===== config.mk =====
export PLATFORM = sky130hd
export DESIGN_NAME = rd_unpack_fsm_flat
export DESIGN_NICKNAME = d
export VERILOG_FILES = /design/src/rtl/ddr_uart_pkg.sv /design/src/rtl/rd_unpack_fsm_if.sv /design/src/rtl/rd_unpack_fsm.sv /design/src/flat_wrapper.sv
export SDC_FILE = /design/constraint.sdc
export NUM_CORES = 1
export LEC_CHECK = 0
export CELL_PAD_IN_SITES_DETAIL_PLACEMENT = 1
export CELL_PAD_IN_SITES_GLOBAL_PLACEMENT = 2
export CORE_MARGIN = 4
export CORE_UTILIZATION = 31
export CTS_CLUSTER_SIZE = 10
export DETAILED_ROUTE_END_ITERATION = 6
export HOLD_SLACK_MARGIN = 0.03
export PLACE_DENSITY = 0.95
export REMOVE_ABC_BUFFERS = 1
export SLEW_MARGIN = 20
export SYNTH_ARGS = -nofsm -noshare
export SYNTH_HDL_FRONTEND = slang
export SYNTH_SLANG_ARGS = --single-unit

===== constraint.sdc =====
create_clock -name axi_clk -period 3.2 [get_ports axi_clk]
set_input_delay 0.8 -clock axi_clk [delete_from_list [all_inputs] [get_ports axi_clk]]
set_output_delay 0.8 -clock axi_clk [all_outputs]
set_load 0.005 [all_outputs]

===== src/rtl/ddr_uart_pkg.sv =====
// Shared definitions for the DDR<->UART byte packer/unpacker pair.
// Defaults for word/byte widths and the two-state FSM encoding used by both paths.
package ddr_uart_pkg;

    localparam int DEF_WORD_W = 32;
    localparam int DEF_BYTE_W = 8;

    typedef enum logic {
        ST_IDLE = 1'b0,
        ST_SEND = 1'b1
    } state_e;

endpackage


===== src/rtl/rd_unpack_fsm_if.sv =====
// Word-in / byte-out handshake bundle for the DDR read-path unpacker.
// The slave modport is the unpacker's view; the master modport is the producer/FIFO side.
interface rd_unpack_fsm_if
    import ddr_uart_pkg::*;
#(
    parameter int WORD_W = DEF_WORD_W,
    parameter int BYTE_W = DEF_BYTE_W
);

    logic              word_valid;
    logic [WORD_W-1:0] word_data;
    logic              word_ready;
    logic              fifo_full;
    logic              fifo_wr_en;
    logic [BYTE_W-1:0] fifo_din;

    modport slave (
        input  word_valid,
        input  word_data,
        input  fifo_full,
        output word_ready,
        output fifo_wr_en,
        output fifo_din
    );

    modport master (
        output word_valid,
        output word_data,
        output fifo_full,
        input  word_ready,
        input  fifo_wr_en,
        input  fifo_din
    );

endinterface


===== src/rtl/rd_unpack_fsm.sv =====
// Serialises DDR read words into TX FIFO bytes, MSB first by default.
// Define RD_UNPACK_LSB_FIRST_EN to send byte 0 (LSB) first instead.
module rd_unpack_fsm
    import ddr_uart_pkg::*;
#(
    parameter int WORD_W = DEF_WORD_W,
    parameter int BYTE_W = DEF_BYTE_W
) (
    input  logic               axi_clk,
    input  logic               rst,
    rd_unpack_fsm_if.slave     bus,
    output logic               busy,
    output logic               done
);

    localparam int NBYTES = WORD_W / BYTE_W;
    localparam int CNT_W  = (NBYTES > 1) ? $clog2(NBYTES) : 1;
    localparam logic [CNT_W-1:0] LAST = CNT_W'(NBYTES - 1);

    state_e            state_q;
    logic [WORD_W-1:0] shreg_q;
    logic [WORD_W-1:0] shreg_d;
    logic [CNT_W-1:0]  cnt_q;
    logic              done_q;
    logic              wr_en;

    assign wr_en          = (state_q == ST_SEND) && !bus.fifo_full;
    assign bus.fifo_wr_en = wr_en;
    assign bus.word_ready = (state_q == ST_IDLE);
    assign busy           = (state_q == ST_SEND);
    assign done           = done_q;

`ifdef RD_UNPACK_LSB_FIRST_EN
    assign bus.fifo_din = shreg_q[BYTE_W-1:0];
    assign shreg_d      = {{BYTE_W{1'b0}}, shreg_q[WORD_W-1:BYTE_W]};
`else
    assign bus.fifo_din = shreg_q[WORD_W-1 -: BYTE_W];
    assign shreg_d      = {shreg_q[WORD_W-BYTE_W-1:0], {BYTE_W{1'b0}}};
`endif

    // FSM, shift register and byte counter advance together on each accepted write
    always_ff @(posedge axi_clk) begin
        if (!rst) begin
            state_q <= ST_IDLE;
            shreg_q <= '0;
            cnt_q   <= '0;
            done_q  <= 1'b0;
        end else begin
            done_q <= 1'b0;
            case (state_q)
                ST_IDLE: begin
                    if (bus.word_valid) begin
                        shreg_q <= bus.word_data;
                        cnt_q   <= '0;
                        state_q <= ST_SEND;
                    end
                end
                ST_SEND: begin
                    if (wr_en) begin
                        shreg_q <= shreg_d;
                        if (cnt_q == LAST) begin
                            cnt_q   <= '0;
                            state_q <= ST_IDLE;
                            done_q  <= 1'b1;
                        end else begin
                            cnt_q <= cnt_q + 1'b1;
                        end
                    end
                end
                default: state_q <= ST_IDLE;
            endcase
        end
    end

endmodule

===== src/flat_wrapper.sv =====
// flat-port wrapper written by rule: the top's interface ports become plain ports
module rd_unpack_fsm_flat import ddr_uart_pkg::*;
#(
    parameter int WORD_W = DEF_WORD_W,
    parameter int BYTE_W = DEF_BYTE_W
)
  (axi_clk, rst, busy, done, bus_word_valid, bus_word_data, bus_fifo_full, bus_word_ready, bus_fifo_wr_en, bus_fifo_din);
  rd_unpack_fsm_if #(.WORD_W(WORD_W), .BYTE_W(BYTE_W)) bus_i ();
  input  logic axi_clk;
  input  logic rst;
  output logic busy;
  output logic done;
  input wire logic [$bits(bus_i.word_valid)-1:0] bus_word_valid;
  input wire logic [$bits(bus_i.word_data)-1:0] bus_word_data;
  input wire logic [$bits(bus_i.fifo_full)-1:0] bus_fifo_full;
  output wire logic [$bits(bus_i.word_ready)-1:0] bus_word_ready;
  output wire logic [$bits(bus_i.fifo_wr_en)-1:0] bus_fifo_wr_en;
  output wire logic [$bits(bus_i.fifo_din)-1:0] bus_fifo_din;
  assign bus_i.word_valid = bus_word_valid;
  assign bus_i.word_data = bus_word_data;
  assign bus_i.fifo_full = bus_fifo_full;
  assign bus_word_ready = bus_i.word_ready;
  assign bus_fifo_wr_en = bus_i.fifo_wr_en;
  assign bus_fifo_din = bus_i.fifo_din;
  rd_unpack_fsm #(.WORD_W(WORD_W), .BYTE_W(BYTE_W)) u_core (.axi_clk(axi_clk), .rst(rst), .bus(bus_i), .busy(busy), .done(done));
endmodule

# Word level (Yosys, flattened, before mapping)

Index checks and enable logic that the tools add are counted.

$add $sub $neg: 1
Equality and inequality tests: 3
Muxes and demuxes: 12
Reduce and logical (&&, ||, !) cells: 4
Bitwise operators: 1

Operators by type and width:

| cell                                          | count |
|---|---|
| two-way mux 32 bit                            | 2 |
| one-hot mux 32 bit (2 select lines)           | 1 |
| two-way mux 2 bit                             | 3 |
| two-way mux 1 bit                             | 4 |
| inequality test 2 bit (second input constant) | 2 |
| one-hot mux 2 bit (2 select lines)            | 1 |
| AND reduction 3 bit                           | 1 |
| adder 2 x 1 -> 2 bit (second input constant)  | 1 |
| == test 2 bit (second input constant)         | 1 |
| one-hot mux 1 bit (2 select lines)            | 1 |
| AND reduction 2 bit                           | 1 |
| logical AND 1 bit                             | 1 |
| logical NOT 1 bit                             | 1 |
| inverter 1 bit                                | 1 |

Flip-flop bits (word level): 36
Word-level logic and storage cells: 25
Bits of input ports: 36
Output and inout port bits: 12

# Longest topological paths before layout

Depth after elaboration: 4
Depth in mapped cells: 5
Gate-level depth less buffers: 4

# Worst setup path after synthesis

No wires, ideal clock.

Kind: input -> output
From: in bus_fifo_full
To: out bus_fifo_wr_en
Path buffers: 1
Stages on the path: 3
Setup slack: 1.108 ns
Data required time: 2.400 ns
Arrival: 1.292 ns
Path through: nand2b_2 > inv_2 > buf_2

Longest elaborated chain between the ends: 2

RTL lines:

| what               | RTL line            | source |
|---|---|---|
| start: declaration | flat_wrapper.sv:15  | `input wire logic [$bits(bus_i.fifo_full)-1:0] bus_fifo_full;` |
| logical NOT 1 bit  | rd_unpack_fsm.sv:27 | `assign wr_en = (state_q == ST_SEND) && !bus.fifo_full;` |
| logical AND 1 bit  | rd_unpack_fsm.sv:27 |  |
| end: declaration   | flat_wrapper.sv:17  | `output wire logic [$bits(bus_i.fifo_wr_en)-1:0] bus_fifo_wr_en;` |

Every way passes these cells.

# Worst setup path in the final report

Same ends and word-level chain as after synthesis.

==> results by group <==
Yosys
  • Mapped cell area: 1740 um2
  • Ys Warns: 0
  • Mean Syn Cell Area: 10.1 um2
  • Top area cells in the synthesized netlist: dfxtp_1 (41%), mux2i_1 (14%), o211a_1 (14%)
  • Mapped Cells: 172
  • Largest area contributor in the synthesized netlist: dfxtp_1
  • Yosys reg bits: 36
  • Post-synthesis cell type count: 25
  • Share of Yosys cell area claimed by the top area cell type: 0.414
  • Register area share after synthesis: 0.414

Global route
  • Total global-route track usage: 0.130
  • First-pass GRT wire length: 7.33 mm
  • Pin count of the biggest net entering global routing: 37
  • Vias in the first global route: 1476
  • GRT overflow: 0
  • Antenna violations before repair: 0

Critical path
  • Arrival time at the worst endpoint: 1.99 ns
  • Worst R2R Path Depth: 4
  • CP Class: input port to output pin
  • Worst reg-to-reg setup slack: 1.61 ns
  • R2r startpoint: u_core.busy$_SDFF_PN0_
  • Startpoint Class: input port
  • Crit. End Element: output pin
  • Worst EP required: 2.40 ns
  • Worst r2r dst: u_core.shreg_q[31]$_SDFFE_PN0P_
  • CP Max Fanout: 2

Die
  • Row cnt: 27
  • Ports: 48
  • Die height: 82.9 um
  • Die area: 6870 um2
  • Die width: 82.9 um
  • Initial Util: 0.318
  • Core area: 5470 um2

Timing
  • Setup tns final: 0 ns
  • Setup Viol. Count Final: 0
  • Relative slew slack: 0.530
  • Period utilization: 0.873
  • Fin. Hold Viols: 0
  • Actual slew at the worst max-slew pin: 0.704 ns
  • Max Freq: 358 MHz
  • Minimum clock period: 2.79 ns
  • Setup Skew: 0.00669 ns
  • Unrepaired setup endpoints after global routing: no
  • Max-slew violations: 0

Placed design
  • Port buffer count: 47
  • Final Wtd Congestion: 0.677
  • DPL Wire Length: 2.86 mm

Clocking
  • TritonCTS clock tree: built
  • CTS Buf Count: 5
  • Number of H-tree levels: 2
  • CTS resizes: 0
  • Hold buffer count at CTS: 0
  • Setup bufs post-CTS: 0
  • Reg clk slew, reported paths: 0.07 ns
  • Bufs on Longest Clock Path: 2
  • Clock latency on the worst-skew pair: 0.28 ns
  • Clk root buf: clkbuf_8
  • CTS Sinks: 36

Cells and area
  • Area of the multi-input gates: 841 um2
  • # diodes: 0
  • Reg area: 722 um2
  • Share of layout cells above drive strength 1: 0.0817
  • Final nets: 244
  • Area Overhead vs Synth: 29.9%
  • FILL cells: 639

Worst hold path
  • Hold path depth: 2
  • Path type of the worst min-delay path: flop to flop
  • WHS Endpoint: u_core.shreg_q[0]$_SDFFE_PN0P_
  • Min-delay src: u_core.shreg_q[0]$_SDFFE_PN0P_

Routing
  • Drt wl/cell: 15.5 um
  • DR pass1 iterations: 4
  • Top Layer Used: met4
  • Met2 routed WL: 2.09 mm
  • ANT nets after route: 0
  • Routed vias: 1424
  • DR vias/cell: 5.09
  • Residual DRC: 0
  • Routed WL: 4.34 mm
  • Routed length on met3: 220 um
  • Metal-1 WL: 1.95 mm
  • Iter 0 DRT Violations: 43

Power and ir drop
  • Worst VDD drop: 0.171 mV
  • PwrDens: 459 nW/um2
  • Total power: 1.04 mW
  • Leakage power: 1.05 nW

Status
  • Status: finished, final reports clean

Run
  • Max-cap viol count: 0
where the power goes:
group / internal, mW / switching [mW]
clock network: 0.176 / 0.157
registers: 0.485 / 0.0198
logic: 0.115 / 0.0843
state kept, by name, indices dropped and copies added (netlist names):
| name | cells |
|---|---|
| u_core.busy | 1 |
| u_core.shreg_q | 32 |
| u_core.cnt_q | 2 |
| u_core.done | 1 |
cells in the final DEF (no fill, tap or decap), types with 2 or more instances in the layout:
cell             instances
mux2i_1                 24
clkdlybuf4s50_1         47
o21ai_0                 21
and3_1                   2
o211a_1                 24
nand2_1                  9
clkbuf_8                 6
dfxtp_1                 35
nand3_1                  9
a21boi_0                 9
buf_4                    5
clkbuf_1                 2
o21ai_1                  4
metrics by stage:
step | std cells | hold WS, ns | util | worst slack, ns | area, um2
6_report | 280 | 0.477 | 0.413 | 0.407 | 2260
3_5_place_dp | 272 | 0.472 | 0.396 | 0.393 | 2170
4_1_cts | 280 | 0.482 | 0.413 | 0.389 | 2260
3_3_place_gp | 272 | 0.461 | 0.396 | 0.391 | 2170
5_1_grt | 280 | 0.493 | 0.413 | 0.358 | 2260
2_1_floorplan | 148 | 0.452 | - | 0.532 | 1570
critical path: stages:
cell	delay, ns
clkdlybuf4s50_1	0.42
nand2b_2	0.22
inv_2	0.07
clkdlybuf4s50_1	0.49
per-layer routing:
layer  vias up  track usage
li1        681            -
met4         0       0.0416
met2        35        0.219
met3         9       0.0427
met1       699        0.157
met5         -            0
cell usage after synthesis, drive strengths merged:
cell / count
clkbuf: 6
nor2: 1
a21boi: 9
nor2b: 1
inv: 2
a21oi: 1
o21ai: 25
nand2: 10
mux2i: 24
o211a: 24
dfxtp: 36
nand3: 9
and3: 2
nand2b: 2
ha: 1
buf: 18
o21a: 1
worst max path at each step:
stage                      startpoint             end  cells past startpoint
6_report                bus_fifo_full  bus_fifo_wr_en                      4
5_1_grt                 bus_fifo_full  bus_fifo_wr_en                      4
4_1_cts                 bus_fifo_full  bus_fifo_wr_en                      4
3_5_place_dp            bus_fifo_full  bus_fifo_wr_en                      4
3_3_place_gp            bus_fifo_full  bus_fifo_wr_en                      4
2_1_floorplan  u_core.busy$_SDFF_PN0_  bus_fifo_wr_en                      2
final cells by class:
| type | count | area share |
|---|---|---|
| Clock buffer | 8 | 0.0399 |
| Inverter | 2 | 0.00332 |
| Multi-Input combinational cell | 110 | 0.372 |
| Sequential cell | 36 | 0.320 |
| Tap cell | 72 | 0.0399 |
| Timing Repair Buffer | 52 | 0.225 |
cells by family after synthesis:
kind of cell,Yosys count,synth area share
buffers and inverters,26,0.102
and+or+nand+nor,25,0.0820
muxes,24,0.138
adders and majority gates,1,0.00719
DFF,36,0.414
AOI/OAI and AO/OA,60,0.256
Note: power is estimated with default switching activity, not from simulation.
